`src/rtl/wb_mem_ic_pkg.sv`:
```
// Shared types and constants for the Wishbone memory interconnect.
// The FSM encoding, the slave limit and the watchdog sizing live here.
package wb_mem_ic_pkg;

    typedef enum logic [1:0] {
        IDLE   = 2'd0,
        ACTIVE = 2'd1,
        RESP   = 2'd2
    } state_e;

    localparam int          MAX_SLAVES       = 4;
    localparam logic [31:0] DEFAULT_ERR_DATA = 32'hDEAD_BEEF;

    // The watchdog counts 0..TIMEOUT-1; a disabled watchdog (TIMEOUT=0) still needs one bit.
    function automatic int wdog_width(input int timeout);
        int w;
        w = $clog2(timeout + 1);
        return (w < 1) ? 1 : w;
    endfunction

endpackage

```
`src/rtl/wb_mem_addr_decode.sv`:
```
// Combinational address-window match for up to four memory slaves.
// Windows are compared in 33 bits; on overlap the lowest index wins.
module wb_mem_addr_decode
    import wb_mem_ic_pkg::*;
#(
    parameter int          NUM_SLAVES   = 2,
    parameter logic [31:0] MEM_OFFSET_0 = 32'h0000_0000,
    parameter logic [31:0] MEM_OFFSET_1 = 32'h0080_0000,
    parameter logic [31:0] MEM_OFFSET_2 = 32'h0100_0000,
    parameter logic [31:0] MEM_OFFSET_3 = 32'h0180_0000,
    parameter logic [31:0] MEM_SIZE_0   = 32'h0080_0000,
    parameter logic [31:0] MEM_SIZE_1   = 32'h0080_0000,
    parameter logic [31:0] MEM_SIZE_2   = 32'h0080_0000,
    parameter logic [31:0] MEM_SIZE_3   = 32'h0080_0000
) (
    input  logic [31:0] adr_i,
    output logic        hit_o,
    output logic [1:0]  idx_o
);

    localparam logic [31:0] OFFSETS [MAX_SLAVES] = '{MEM_OFFSET_0, MEM_OFFSET_1, MEM_OFFSET_2, MEM_OFFSET_3};
    localparam logic [31:0] SIZES   [MAX_SLAVES] = '{MEM_SIZE_0, MEM_SIZE_1, MEM_SIZE_2, MEM_SIZE_3};

    // Scanning from the top down lets the lowest matching index overwrite the rest.
    always_comb begin
        hit_o = 1'b0;
        idx_o = '0;
        for (int k = NUM_SLAVES - 1; k >= 0; k--) begin
            if (({1'b0, adr_i} >= {1'b0, OFFSETS[k]}) &&
                ({1'b0, adr_i} <  ({1'b0, OFFSETS[k]} + {1'b0, SIZES[k]}))) begin
                hit_o = 1'b1;
                idx_o = 2'(k);
            end
        end
    end

endmodule

```
`src/rtl/wishbone_mem_interconnect_n.sv`:
```
// Wishbone classic interconnect: one master to 1..4 memory slaves, with registered
// response, bus error on unmapped addresses and a per-transfer watchdog.
module wishbone_mem_interconnect_n
    import wb_mem_ic_pkg::*;
#(
    parameter int          NUM_SLAVES   = 2,
    parameter logic [31:0] MEM_OFFSET_0 = 32'h0000_0000,
    parameter logic [31:0] MEM_OFFSET_1 = 32'h0080_0000,
    parameter logic [31:0] MEM_OFFSET_2 = 32'h0100_0000,
    parameter logic [31:0] MEM_OFFSET_3 = 32'h0180_0000,
    parameter logic [31:0] MEM_SIZE_0   = 32'h0080_0000,
    parameter logic [31:0] MEM_SIZE_1   = 32'h0080_0000,
    parameter logic [31:0] MEM_SIZE_2   = 32'h0080_0000,
    parameter logic [31:0] MEM_SIZE_3   = 32'h0080_0000,
    parameter int          ADR_RELATIVE = 1,
    parameter int          TIMEOUT      = 255,
    parameter logic [31:0] ERR_DATA     = DEFAULT_ERR_DATA
) (
    input  logic                       clk,
    input  logic                       rst,
    input  logic                       i_m_we,
    input  logic                       i_m_stb,
    input  logic                       i_m_cyc,
    input  logic [3:0]                 i_m_sel,
    input  logic [31:0]                i_m_adr,
    input  logic [31:0]                i_m_dat,
    output logic [31:0]                o_m_dat,
    output logic                       o_m_ack,
    output logic                       o_m_err,
    output logic                       o_m_int,
    output logic [NUM_SLAVES-1:0]      o_s_we,
    output logic [NUM_SLAVES-1:0]      o_s_cyc,
    output logic [NUM_SLAVES-1:0]      o_s_stb,
    output logic [3:0]                 o_s_sel,
    output logic [31:0]                o_s_adr,
    output logic [31:0]                o_s_dat,
    input  logic [NUM_SLAVES-1:0]      i_s_ack,
    input  logic [32*NUM_SLAVES-1:0]   i_s_dat,
    input  logic [NUM_SLAVES-1:0]      i_s_int
);

    localparam int              WD_W    = wdog_width(TIMEOUT);
    localparam logic [WD_W-1:0] WD_LAST = (TIMEOUT == 0) ? '0 : WD_W'(TIMEOUT - 1);
    localparam logic [31:0]     OFFSETS [MAX_SLAVES] = '{MEM_OFFSET_0, MEM_OFFSET_1, MEM_OFFSET_2, MEM_OFFSET_3};

    state_e            state_q, state_d;
    logic [1:0]        sel_q, sel_d;
    logic [31:0]       adr_q, adr_d;
    logic [WD_W-1:0]   wdog_q, wdog_d;
    logic              ack_q, ack_d;
    logic              err_q, err_d;
    logic [31:0]       dat_q, dat_d;
    logic              int_q;

    logic              hit;
    logic [1:0]        hit_idx;
    logic              slv_ack;
    logic [31:0]       slv_dat;
    logic              wdog_expired;

    wb_mem_addr_decode #(
        .NUM_SLAVES   (NUM_SLAVES),
        .MEM_OFFSET_0 (MEM_OFFSET_0),
        .MEM_OFFSET_1 (MEM_OFFSET_1),
        .MEM_OFFSET_2 (MEM_OFFSET_2),
        .MEM_OFFSET_3 (MEM_OFFSET_3),
        .MEM_SIZE_0   (MEM_SIZE_0),
        .MEM_SIZE_1   (MEM_SIZE_1),
        .MEM_SIZE_2   (MEM_SIZE_2),
        .MEM_SIZE_3   (MEM_SIZE_3)
    ) u_decode (
        .adr_i (i_m_adr),
        .hit_o (hit),
        .idx_o (hit_idx)
    );

    // NOTE: every signal assigned in always_comb gets a default first, so no path can infer a latch.
    always_comb begin
        slv_ack = 1'b0;
        slv_dat = '0;
        for (int k = 0; k < NUM_SLAVES; k++) begin
            if (sel_q == 2'(k)) begin
                slv_ack = i_s_ack[k];
                slv_dat = i_s_dat[32*k +: 32];
            end
        end
    end

    // Only the selected slave sees the master's handshake, and only while ACTIVE.
    always_comb begin
        o_s_cyc = '0;
        o_s_stb = '0;
        o_s_we  = '0;
        for (int k = 0; k < NUM_SLAVES; k++) begin
            if ((state_q == ACTIVE) && (sel_q == 2'(k))) begin
                o_s_cyc[k] = i_m_cyc;
                o_s_stb[k] = i_m_stb;
                o_s_we[k]  = i_m_we;
            end
        end
    end

    assign wdog_expired = (TIMEOUT != 0) && (wdog_q == WD_LAST);

    always_comb begin
        state_d = state_q;
        sel_d   = sel_q;
        adr_d   = adr_q;
        wdog_d  = wdog_q;
        ack_d   = 1'b0;
        err_d   = 1'b0;
        dat_d   = dat_q;
        case (state_q)
            IDLE: begin
                if (i_m_cyc && i_m_stb) begin
                    if (hit) begin
                        sel_d   = hit_idx;
                        adr_d   = (ADR_RELATIVE != 0) ? (i_m_adr - OFFSETS[hit_idx]) : i_m_adr;
                        wdog_d  = '0;
                        state_d = ACTIVE;
                    end else begin
                        ack_d   = 1'b1;
                        err_d   = 1'b1;
                        dat_d   = ERR_DATA;
                        state_d = RESP;
                    end
                end
            end
            ACTIVE: begin
                // Slave ack is checked before the watchdog so a same-cycle ack is never lost.
                if (!i_m_cyc) begin
                    state_d = IDLE;
                end else if (slv_ack) begin
                    ack_d   = 1'b1;
                    dat_d   = slv_dat;
                    state_d = RESP;
                end else if (wdog_expired) begin
                    ack_d   = 1'b1;
                    err_d   = 1'b1;
                    dat_d   = ERR_DATA;
                    state_d = RESP;
                end else begin
                    wdog_d  = wdog_q + 1'b1;
                end
            end
            RESP:    state_d = IDLE;
            default: state_d = IDLE;
        endcase
    end

    // NOTE: sequential state uses non-blocking assignments so all registers update from pre-edge values.
    always_ff @(posedge clk or posedge rst) begin
        if (rst) begin
            state_q <= IDLE;
            sel_q   <= '0;
            adr_q   <= '0;
            wdog_q  <= '0;
            ack_q   <= 1'b0;
            err_q   <= 1'b0;
            dat_q   <= '0;
            int_q   <= 1'b0;
        end else begin
            state_q <= state_d;
            sel_q   <= sel_d;
            adr_q   <= adr_d;
            wdog_q  <= wdog_d;
            ack_q   <= ack_d;
            err_q   <= err_d;
            dat_q   <= dat_d;
            int_q   <= |i_s_int;
        end
    end

    assign o_m_ack = ack_q;
    assign o_m_err = err_q;
    assign o_m_dat = dat_q;
    assign o_m_int = int_q;
    assign o_s_sel = i_m_sel;
    assign o_s_adr = adr_q;
    assign o_s_dat = i_m_dat;

endmodule

```
`config.mk`:
```
export PLATFORM = sky130hd
export DESIGN_NAME = wishbone_mem_interconnect_n
export DESIGN_NICKNAME = d
export VERILOG_FILES = /design/src/rtl/wb_mem_ic_pkg.sv /design/src/rtl/wb_mem_addr_decode.sv /design/src/rtl/wishbone_mem_interconnect_n.sv
export SDC_FILE = /design/constraint.sdc
export NUM_CORES = 1
export LEC_CHECK = 0
export BUFFER_PORTS_ARGS = -buffer_cell sky130_fd_sc_hd__buf_4
export CORE_MARGIN = 10
export CORE_UTILIZATION = 44
export CTS_BUF_LIST = sky130_fd_sc_hd__clkbuf_2 sky130_fd_sc_hd__clkbuf_4 sky130_fd_sc_hd__clkbuf_8
export DETAILED_ROUTE_END_ITERATION = 10
export PLACE_DENSITY = 0.86
export SYNTH_ARGS = -nofsm -noshare
export SYNTH_HDL_FRONTEND = slang
export SYNTH_SLANG_ARGS = --single-unit
```
`constraint.sdc`:
```
create_clock -name clk -period 3.2 [get_ports clk]
set_input_delay 0.48 -clock clk [delete_from_list [all_inputs] [get_ports clk]]
set_output_delay 0.48 -clock clk [all_outputs]
set_load 0.01 [all_outputs]
```
# Word level (Yosys, flattened, before mapping)

Cells that the tools add are included.

Add/subtract/negate cells: 2
Magnitude comparators: 4
Equality and inequality tests: 11
Mux-type cells: 44
Bitwise operators: 1
Reduce and logical (&&, ||, !) cells: 12

Operators by type and width:

| cell                                                                            | count |
|---|---|
| 32-bit two-way mux                                                              | 9 |
| 32-bit binary-select mux with 2-bit select                                      | 1 |
| 32-bit case mux with 2 select lines                                             | 1 |
| 8-bit two-way mux                                                               | 5 |
| 32-bit by 24-bit >= comparator with 1-bit output (second input constant)        | 1 |
| 32-bit by 24-bit less-than comparator with 1-bit output (second input constant) | 1 |
| 32-bit by 25-bit less-than comparator with 1-bit output (second input constant) | 1 |
| 32-bit subtractor                                                               | 1 |
| 1-bit two-way mux                                                               | 19 |
| 8-bit case mux with 2 select lines                                              | 1 |
| 2-bit inequality test (second input constant)                                   | 6 |
| 2-bit two-way mux                                                               | 5 |
| 8-bit by 1-bit adder with 8-bit output (second input constant)                  | 1 |
| 8-bit equality test (second input constant)                                     | 1 |
| 6-bit AND reduction                                                             | 1 |
| 5-bit AND reduction                                                             | 1 |
| 2-bit by 1-bit equality test with 1-bit output (second input constant)          | 2 |
| 1-bit logical AND                                                               | 4 |
| 2-bit zero test                                                                 | 2 |
| 4-bit inequality test (second input constant)                                   | 1 |
| 1-bit case mux with 2 select lines                                              | 2 |
| 2-bit case mux with 2 select lines                                              | 1 |
| 3-bit >= comparator (second input constant)                                     | 1 |
| 3-bit inequality test (second input constant)                                   | 1 |
| 5 further kinds                                                                 | 5 |

Register bits after elaboration: 79
Bits of input ports: 141
Output and inout bits: 109
Logic and storage cells: 82

# Logic depth before layout (Yosys ltp)

Gate-level depths: netlist (run 1).

Depth after elaboration: 9
Depth in mapped cells: 8
Gate-level depth less buffers: 8

# Cells and area by module

A second synthesis (run 1) with hierarchy kept.

Cell total of the unflattened synthesis: 371
Area total of the unflattened synthesis: 4095.2 sq um

By module, submodules not included:

| module                      | instances | cells an instance | area an instance (sq um) | sequential area each (sq um) |
|---|---|---|---|---|
| wishbone_mem_interconnect_n | 1         | 364               | 4047.6                   | 1976.9 |
| wb_mem_addr_decode          | 1         | 7                 | 47.5                     | 0.0 |

# Least setup slack after synthesis (run 1)

No wires, ideal clock.

Path type: input -> register
From: input i_m_adr[28]
To: register adr_q[26], in the netlist o_s_adr[26]
Setup time: 0.119 ns
Data arrival time: 1.715 ns
Required time: 3.081 ns
Path slack: 1.366 ns
Cell stages on the path: 8
Buffers on the path: 0
Path through: nor4_2 nand2_1 nor2_1 ha_1 nor3b_1 xnor2_1 nand2_1 o21a_1

Cells in the longest elaborated chain, start to end: 9
Elaborated cells on any way between the ends: 14
Those cells by class: add/sub: 1; order compare: 3; mux: 7; bitwise: 1; reduce/logical: 2

Ends and longest elaborated chain:

| item                                                                                                                               | line                                               | text |
|---|---|---|
| start: declaration                                                                                                                 | wishbone_mem_interconnect_n.sv:25                  | `input logic [31:0] i_m_adr,` |
| 32-bit by 24-bit >= comparator with 1-bit output / 32-bit by 25-bit less-than comparator with 1-bit output (equally long branches) | wb_mem_addr_decode.sv:29, wb_mem_addr_decode.sv:30 |  |
| 1-bit logical AND                                                                                                                  | wb_mem_addr_decode.sv:29                           | `if (({1'b0, adr_i} >= {1'b0, OFFSETS[k]}) &&` |
| 1-bit two-way mux                                                                                                                  | wb_mem_addr_decode.sv:29                           |  |
| 1-bit two-way mux (*)                                                                                                              | wb_mem_addr_decode.sv:29                           |  |
| named net hit_idx[0]                                                                                                               | wishbone_mem_interconnect_n.sv:56                  | `logic [1:0] hit_idx;` |
| 2-bit inverter with 3-bit output (implied by the code) (*)                                                                         | wishbone_mem_interconnect_n.sv:118                 | `adr_d = (ADR_RELATIVE != 0) ? (i_m_adr - OFFSETS[hit_idx]) : i_m_adr;` |
| 32-bit binary-select mux with 2-bit select (*)                                                                                     | wishbone_mem_interconnect_n.sv:118                 |  |
| 32-bit two-way mux (implied by the code) (*) (2 in series)                                                                         | wishbone_mem_interconnect_n.sv:118                 |  |
| 32-bit subtractor (*)                                                                                                              | wishbone_mem_interconnect_n.sv:118                 |  |
| end signal: assignment                                                                                                             | wishbone_mem_interconnect_n.sv:165                 | `adr_q <= adr_d;` |
| end: declaration                                                                                                                   | wishbone_mem_interconnect_n.sv:48                  | `logic [31:0] adr_q, adr_d;` |

The timed path passes the listed nets; every way through them passes the cells marked *. The select of a mux whose other input is x is not followed.
A chain may end at the register's enable or synchronous reset.

# Worst setup path in the final report (run 1)

From: register state_q[0]
To: output o_s_cyc[0]

Cells in the longest elaborated chain, start to end: 3

Ends and longest elaborated chain:

| item                                           | line                               | text |
|---|---|---|
| start: declaration                             | wishbone_mem_interconnect_n.sv:46  | `state_e state_q, state_d;` |
| start signal: assignment                       | wishbone_mem_interconnect_n.sv:163 | `state_q <= state_d;` |
| 2-bit by 1-bit equality test with 1-bit output | wishbone_mem_interconnect_n.sv:95  | `if ((state_q == ACTIVE) && (sel_q == 2'(k))) begin` |
| 1-bit logical AND                              | wishbone_mem_interconnect_n.sv:95  |  |
| 1-bit two-way mux                              | wishbone_mem_interconnect_n.sv:95  |  |
| end: declaration                               | wishbone_mem_interconnect_n.sv:32  | `output logic [NUM_SLAVES-1:0] o_s_cyc,` |

No other way between the ends.

==> flow_metrics.py, run 1 <==
metrics = {
    "grt": {
        "grt_overflow_total": 0,
        "grt_max_degree": 57,
        "grt_pass1_wl_um": 17800,
        "grt_util_met1_pct": 18.5,
        "grt_use_met3_pct": 9.27,
        "grt_usage_pct": 16.5,
        "use_met2_pct": 26.1,
        "busiest_layer": "met2",
        "antenna_found_initial": 0,
        "grt_pass1_vias": 3558,
    },
    "synthesis": {
        "yosys-top-cells-area": "dfrtp_1, mux2i_1, nand2_1",
        "ys_ff_latch": 78,
        "avgSynthCellArea_um2": 10.6,
        "yosysUniqueCellTypes": 44,
        "ys.flop_type": "dfrtp_1",
        "netlist_area_um2": 3970,
        "synth_top_area_share_pct": 49.1,
        "ys_warn_count": 0,
        "syn_inst": 375,
        "seq_area_frac_synth_pct": 49.1,
        "synth_edf_count": 0,
        "async_flop_share_pct": 100,
        "synth_area_leader_cell": "dfrtp_1",
        "synth_nets": 520,
    },
    "clocking": {
        "cts.path.max_buffers": 2,
        "cts_setup_buffers": 0,
        "cts_tree": "built",
        "numCtsBuffers": 9,
        "clock_sinks": 78,
        "cts-htree-levels": 3,
        "clock_latency_ps": 340,
        "clockRootBuffer": "clkbuf_8",
        "clk_pin_slew_ps": 80,
        "cts_resized": 0,
        "hold_buffers": 0,
    },
    "floorplanning": {
        "ioPinCount": 250,
        "fp.dieW_um": 115,
        "fp.coreArea_um2": 8760,
        "die_h_um": 115,
        "die-area_um2": 13200,
        "start_util_pct": 45.3,
        "rows": 34,
    },
    "power": {
        "p_leak_uw": 0.00255,
        "power.density_nw_per_um2": 376,
        "total_power_uw": 1990,
        "ir_drop_mv": 0.223,
    },
    "min_path": {
        "worstHoldPathType": "in2reg",
    },
    "placed_design": {
        "dp_cells": 609,
        "place_area_um2": 5090,
        "port_buffers": 177,
        "routabilityCongestion": 0.885,
        "hpwl_um": 9340,
    },
    "setup_path": {
        "cp_max_fo": 9,
        "worstSetupPathType": "reg2out",
        "critical_path_arrival_ps": 1840,
        "worstSetupEndpointType": "primary output",
        "required_ps": 2720,
        "critPathLaunchType": "flip-flop",
    },
    "cells_and_area": {
        "final_area_um2": 5290,
        "nets": 657,
        "area_growth_pct": 33.2,
        "drive_above_1_share_pct": 42.6,
        "instances_no_fill": 624,
        "diodes": 0,
    },
    "run": {
        "drv_cap": 0,
    },
    "sta": {
        "finalMaxSlewViolations": 0,
        "hold_violations": 0,
        "finClkSkew_ps": 14.3,
        "worstMarginPinSlew_ps": 960,
        "min_period_ps": 2320,
        "max_freq_mhz": 431,
        "hold_slack_ps": 322,
        "rsz0062_at_grt": "no",
        "setup_viol": 0,
        "finalCritPeriodShare_pct": 72.5,
        "tns_ps": 0,
        "relSlewSlack_pct": 35.9,
    },
    "drt": {
        "vias": 3223,
        "drc_errors": 0,
        "antenna_left": 0,
        "drt-pass1-iter-count": 4,
        "wl_per_cell_um": 18.8,
        "drtIter0Drc": 175,
        "avgViaCountPerCell": 5.17,
        "drt_wl_total_um": 11700,
    },
    "outcome": {
        "status": "finished, final reports clean",
    },
}
==> worst max-delay path: stages (launching register included) <==
cell,delay [ps]
dfrtp_1,510
nor2b_1,540
nand2_1,190
nor2_1,120
buf_4,140
==> state kept, by name, summed over array words and instances (netlist names) <==
name,flops
o_s_adr,32
state_q,2
sel_q,1
o_m_err,1
o_m_ack,1
o_m_int,1
o_m_dat,32
wdog_q,8
==> metal layers <==
layer / vias up / wire [um]
met5: - / 0
li1: 1526 / -
met4: 0 / 159
met2: 190 / 5410
met3: 20 / 1630
met1: 1487 / 4510
==> final timing paths <==
kind,start,to,slack (ps),cells after the start
min in group asynchronous,rst,o_m_dat[22],330,2
hold / removal,i_m_adr[0],o_s_adr[0],320,3
max in group asynchronous,rst,wdog_q[2],2020,3
setup / recovery,state_q[0],o_s_cyc[0],880,4
setup reg to reg,wdog_q[0],o_m_dat[28],1240,7
hold reg to reg,o_s_adr[22],o_s_adr[22],480,2
==> kinds of logic (layout without fill, tap and decap cells) <==
family	after synthesis	after routing	synth area share, %
buffers and inverters	71	212	11.2
xor gates and xnor gates	2	2	0.441
AOI/OAI and AO/OA	68	68	14.3
DFF	78	78	49.1
and+or+nand+nor	115	115	13.8
adders and majority gates	4	4	1.26
muxes	37	37	9.77
==> Yosys cell counts (all sizes together), types with 4 or more instances <==
cell type  number
dfrtp          78
mux2i          36
o22ai           8
and3            5
inv            14
nand2          80
nand3           6
clkbuf          5
o21a            7
buf            52
a2bb2oi        24
o21ai          13
nor2            4
ha              4
or2             4
==> where the power goes <==
group / internal [uW] / total [uW] / switching, uW
clock network: 408 / 747 / 339
logic: 134 / 230 / 95.5
registers: 1000 / 1010 / 13.1
==> per-stage QoR <==
step           worst slack [ps]  util [%]
3_5_place_dp                895      58.1
2_1_floorplan               725         -
6_report                    879      60.4
5_1_grt                     657      60.4
4_1_cts                     874      60.4
3_3_place_gp                994      58.1
==> layout by cell type, fill, tap and decap left out, drive strengths merged, types with 4 or more instances in the layout <==
cell     instances
nand2           80
dfrtp           78
and3             5
nor2             4
nand3            6
mux2i           36
or2              4
buf            183
a2bb2oi         24
ha               4
o22ai            8
clkbuf          12
o21a             7
o21ai           13
inv             13
==> final cells by class <==
class	instances	area (um^2)
Clock inverter	3	43.8
Fill cell	718	3470
Sequential cell	78	1950
Timing Repair Buffer	183	1370
Clock buffer	12	159
Multi-Input combinational cell	226	1570
Tap cell	108	135
Inverter	14	53.8
Power figures use the tool's default switching activity.
==> inputs of run 2 (changes only) <==
CORE_UTILIZATION = 40   (was 44)
PLACE_DENSITY = 0.83   (was 0.86)
clock period = 2.1 ns   (was 3.2 ns; I/O delays follow)
==> run 2 against run 1 <==
Clock-buffer cell count unchanged. Via count rose by 1.2%. Total power is 58% higher. First-iteration DRC count up 55%. Critical path type is now reg2reg. Largest power group unchanged.
==> flow_metrics.py, run 2 (synthesis results as in run 1) <==
metrics = {
    "power": {
        "p_leak_uw": 0.00258,
        "total_power_uw": 3140,
        "power.density_nw_per_um2": 581,
        "ir_drop_mv": 0.389,
    },
    "grt": {
        "antenna_found_initial": 0,
        "grt_pass1_vias": 3580,
        "grt_use_met3_pct": 9.66,
        "use_met2_pct": 24.6,
        "grt_usage_pct": 16.1,
        "grt_pass1_wl_um": 18900,
        "grt_overflow_total": 0,
        "busiest_layer": "met2",
        "grt_max_degree": 79,
        "grt_util_met1_pct": 17.9,
    },
    "cells_and_area": {
        "mostFrequentLayoutCell": "buf_4",
        "register_area_um2": 1950,
        "final_area_um2": 5400,
        "area_growth_pct": 36.1,
        "layout_common_cells": "buf_4, nand2_1, dfrtp_1",
        "multiInputGateArea_um2": 1570,
        "utilization_pct": 55.5,
        "drive_above_1_share_pct": 43.3,
        "instances_no_fill": 655,
        "nets": 662,
        "fillerInstances": 863,
        "diodes": 0,
    },
    "placed_design": {
        "hpwl_um": 9610,
        "routabilityCongestion": 0.895,
        "dp_cells": 639,
        "place_area_um2": 5180,
        "port_buffers": 177,
    },
    "sta": {
        "tns_ps": 0,
        "finalCritPeriodShare_pct": 92.3,
        "relSlewSlack_pct": 63.4,
        "finalMaxSlewViolations": 0,
        "setup_viol": 0,
        "finClkSkew_ps": 14.2,
        "worstMarginPinSlew_ps": 550,
        "hold_violations": 0,
        "min_period_ps": 1940,
        "rsz0062_at_grt": "no",
        "max_freq_mhz": 516,
    },
    "clocking": {
        "hold_buffers": 0,
        "numCtsBuffers": 9,
        "clk_pin_slew_ps": 70,
        "clock_sinks": 78,
        "cts_resized": 0,
        "clockRootBuffer": "clkbuf_8",
        "cts_tree": "built",
        "cts.path.max_buffers": 2,
        "cts_setup_buffers": 0,
        "cts-htree-levels": 3,
        "clock_latency_ps": 350,
    },
    "drt": {
        "avgViaCountPerCell": 4.98,
        "drtIter0Drc": 271,
        "drc_errors": 0,
        "wl_per_cell_um": 18.4,
        "drt_wl_total_um": 12000,
        "antenna_left": 0,
        "drt-pass1-iter-count": 4,
        "vias": 3261,
    },
    "setup_path": {
        "critical_path_arrival_ps": 2170,
        "worstSetupEndpointType": "flip-flop",
        "cp_max_fo": 7,
        "critPathLaunchType": "flip-flop",
        "required_ps": 2330,
        "worstPathCellList": "inv_1 -> ha_1 -> nand3_1 -> o21ai_1 -> a21o_1 -> mux2_4",
        "slowest_stage": "dfrtp_1",
        "path_delay_family": "compound AO/OA/AOI/OAI gates",
        "slowest_delay_ps": 450,
        "worstSetupPathType": "reg2reg",
        "cp_num_buf_inv": 1,
    },
    "run": {
        "drv_cap": 0,
    },
    "min_path": {
        "worstHoldPathType": "in2async",
    },
    "floorplanning": {
        "rows": 36,
        "fp.dieW_um": 120,
        "start_util_pct": 40.8,
        "die-area_um2": 14300,
        "fp.coreArea_um2": 9730,
        "die_h_um": 120,
        "ioPinCount": 250,
    },
    "outcome": {
        "status": "finished, final reports clean",
    },
}
run 2: changes by cell type in the layout (fill, tap and decap cells not counted), moves of 2 or more:
cell,delta
buf_12,+2
buf_4,+3
clkbuf_4,+2
clkbuf_8,-2
clkinvlp_4,+2
run 2: report_power, final:
part | switching, uW | total (uW) | internal (uW) | leakage [uW]
Clock | 521 | 1230 | 708 | 0.000111
Combinational | 151 | 363 | 212 | 0.00152
Sequential | 19.0 | 1550 | 1530 | 0.000949
Total | 691 | 3140 | 2450 | 0.00258
run 2: layout make-up:
class / instances / share of cell area, %
clock inverter: 4 / 1.34
clock buffer: 12 / 2.71
tap: 133 / 3.08
inverter: 14 / 1.04
timing repair buffer: 188 / 26.6
multi-input combinational: 226 / 29.1
sequential: 78 / 36.1
run 2: metal layers:
| layer | routed length (um) | vias up |
|---|---|---|
| met1 | 4670 | 1515 |
| met4 | 243 | 0 |
| li1 | - | 1538 |
| met3 | 1730 | 17 |
| met2 | 5390 | 191 |
| met5 | 0 | - |
run 2: worst paths after layout:
check	start	end	slack, ps	cells after the start
worst max-delay path	wdog_q[0]	wdog_q[1]	160	6
worst min-delay path	rst	o_s_adr[4]	90	3
worst max register to register	wdog_q[0]	wdog_q[1]	160	6
worst min register to register	o_s_adr[3]	o_s_adr[3]	490	2
max in group asynchronous	rst	sel_q[0]	1690	3
min in group clk	i_m_adr[21]	o_s_adr[21]	150	3
run 2: metrics by stage:
stage / hold WS [ps] / setup WS (ps)
after floorplan: 420 / 389
after CTS: 86.6 / 178
after global placement: 458 / 230
final: 89.3 / 161
after global routing: 102 / 52.6
after detailed placement: 471 / 120
run 2: worst reg2reg max path, cell delays in order, from the launching register on:
cell and delay [ps]:
dfrtp_1 450, inv_1 110, ha_1 150, nand3_1 140, o21ai_1 400, a21o_1 270, mux2_4 310
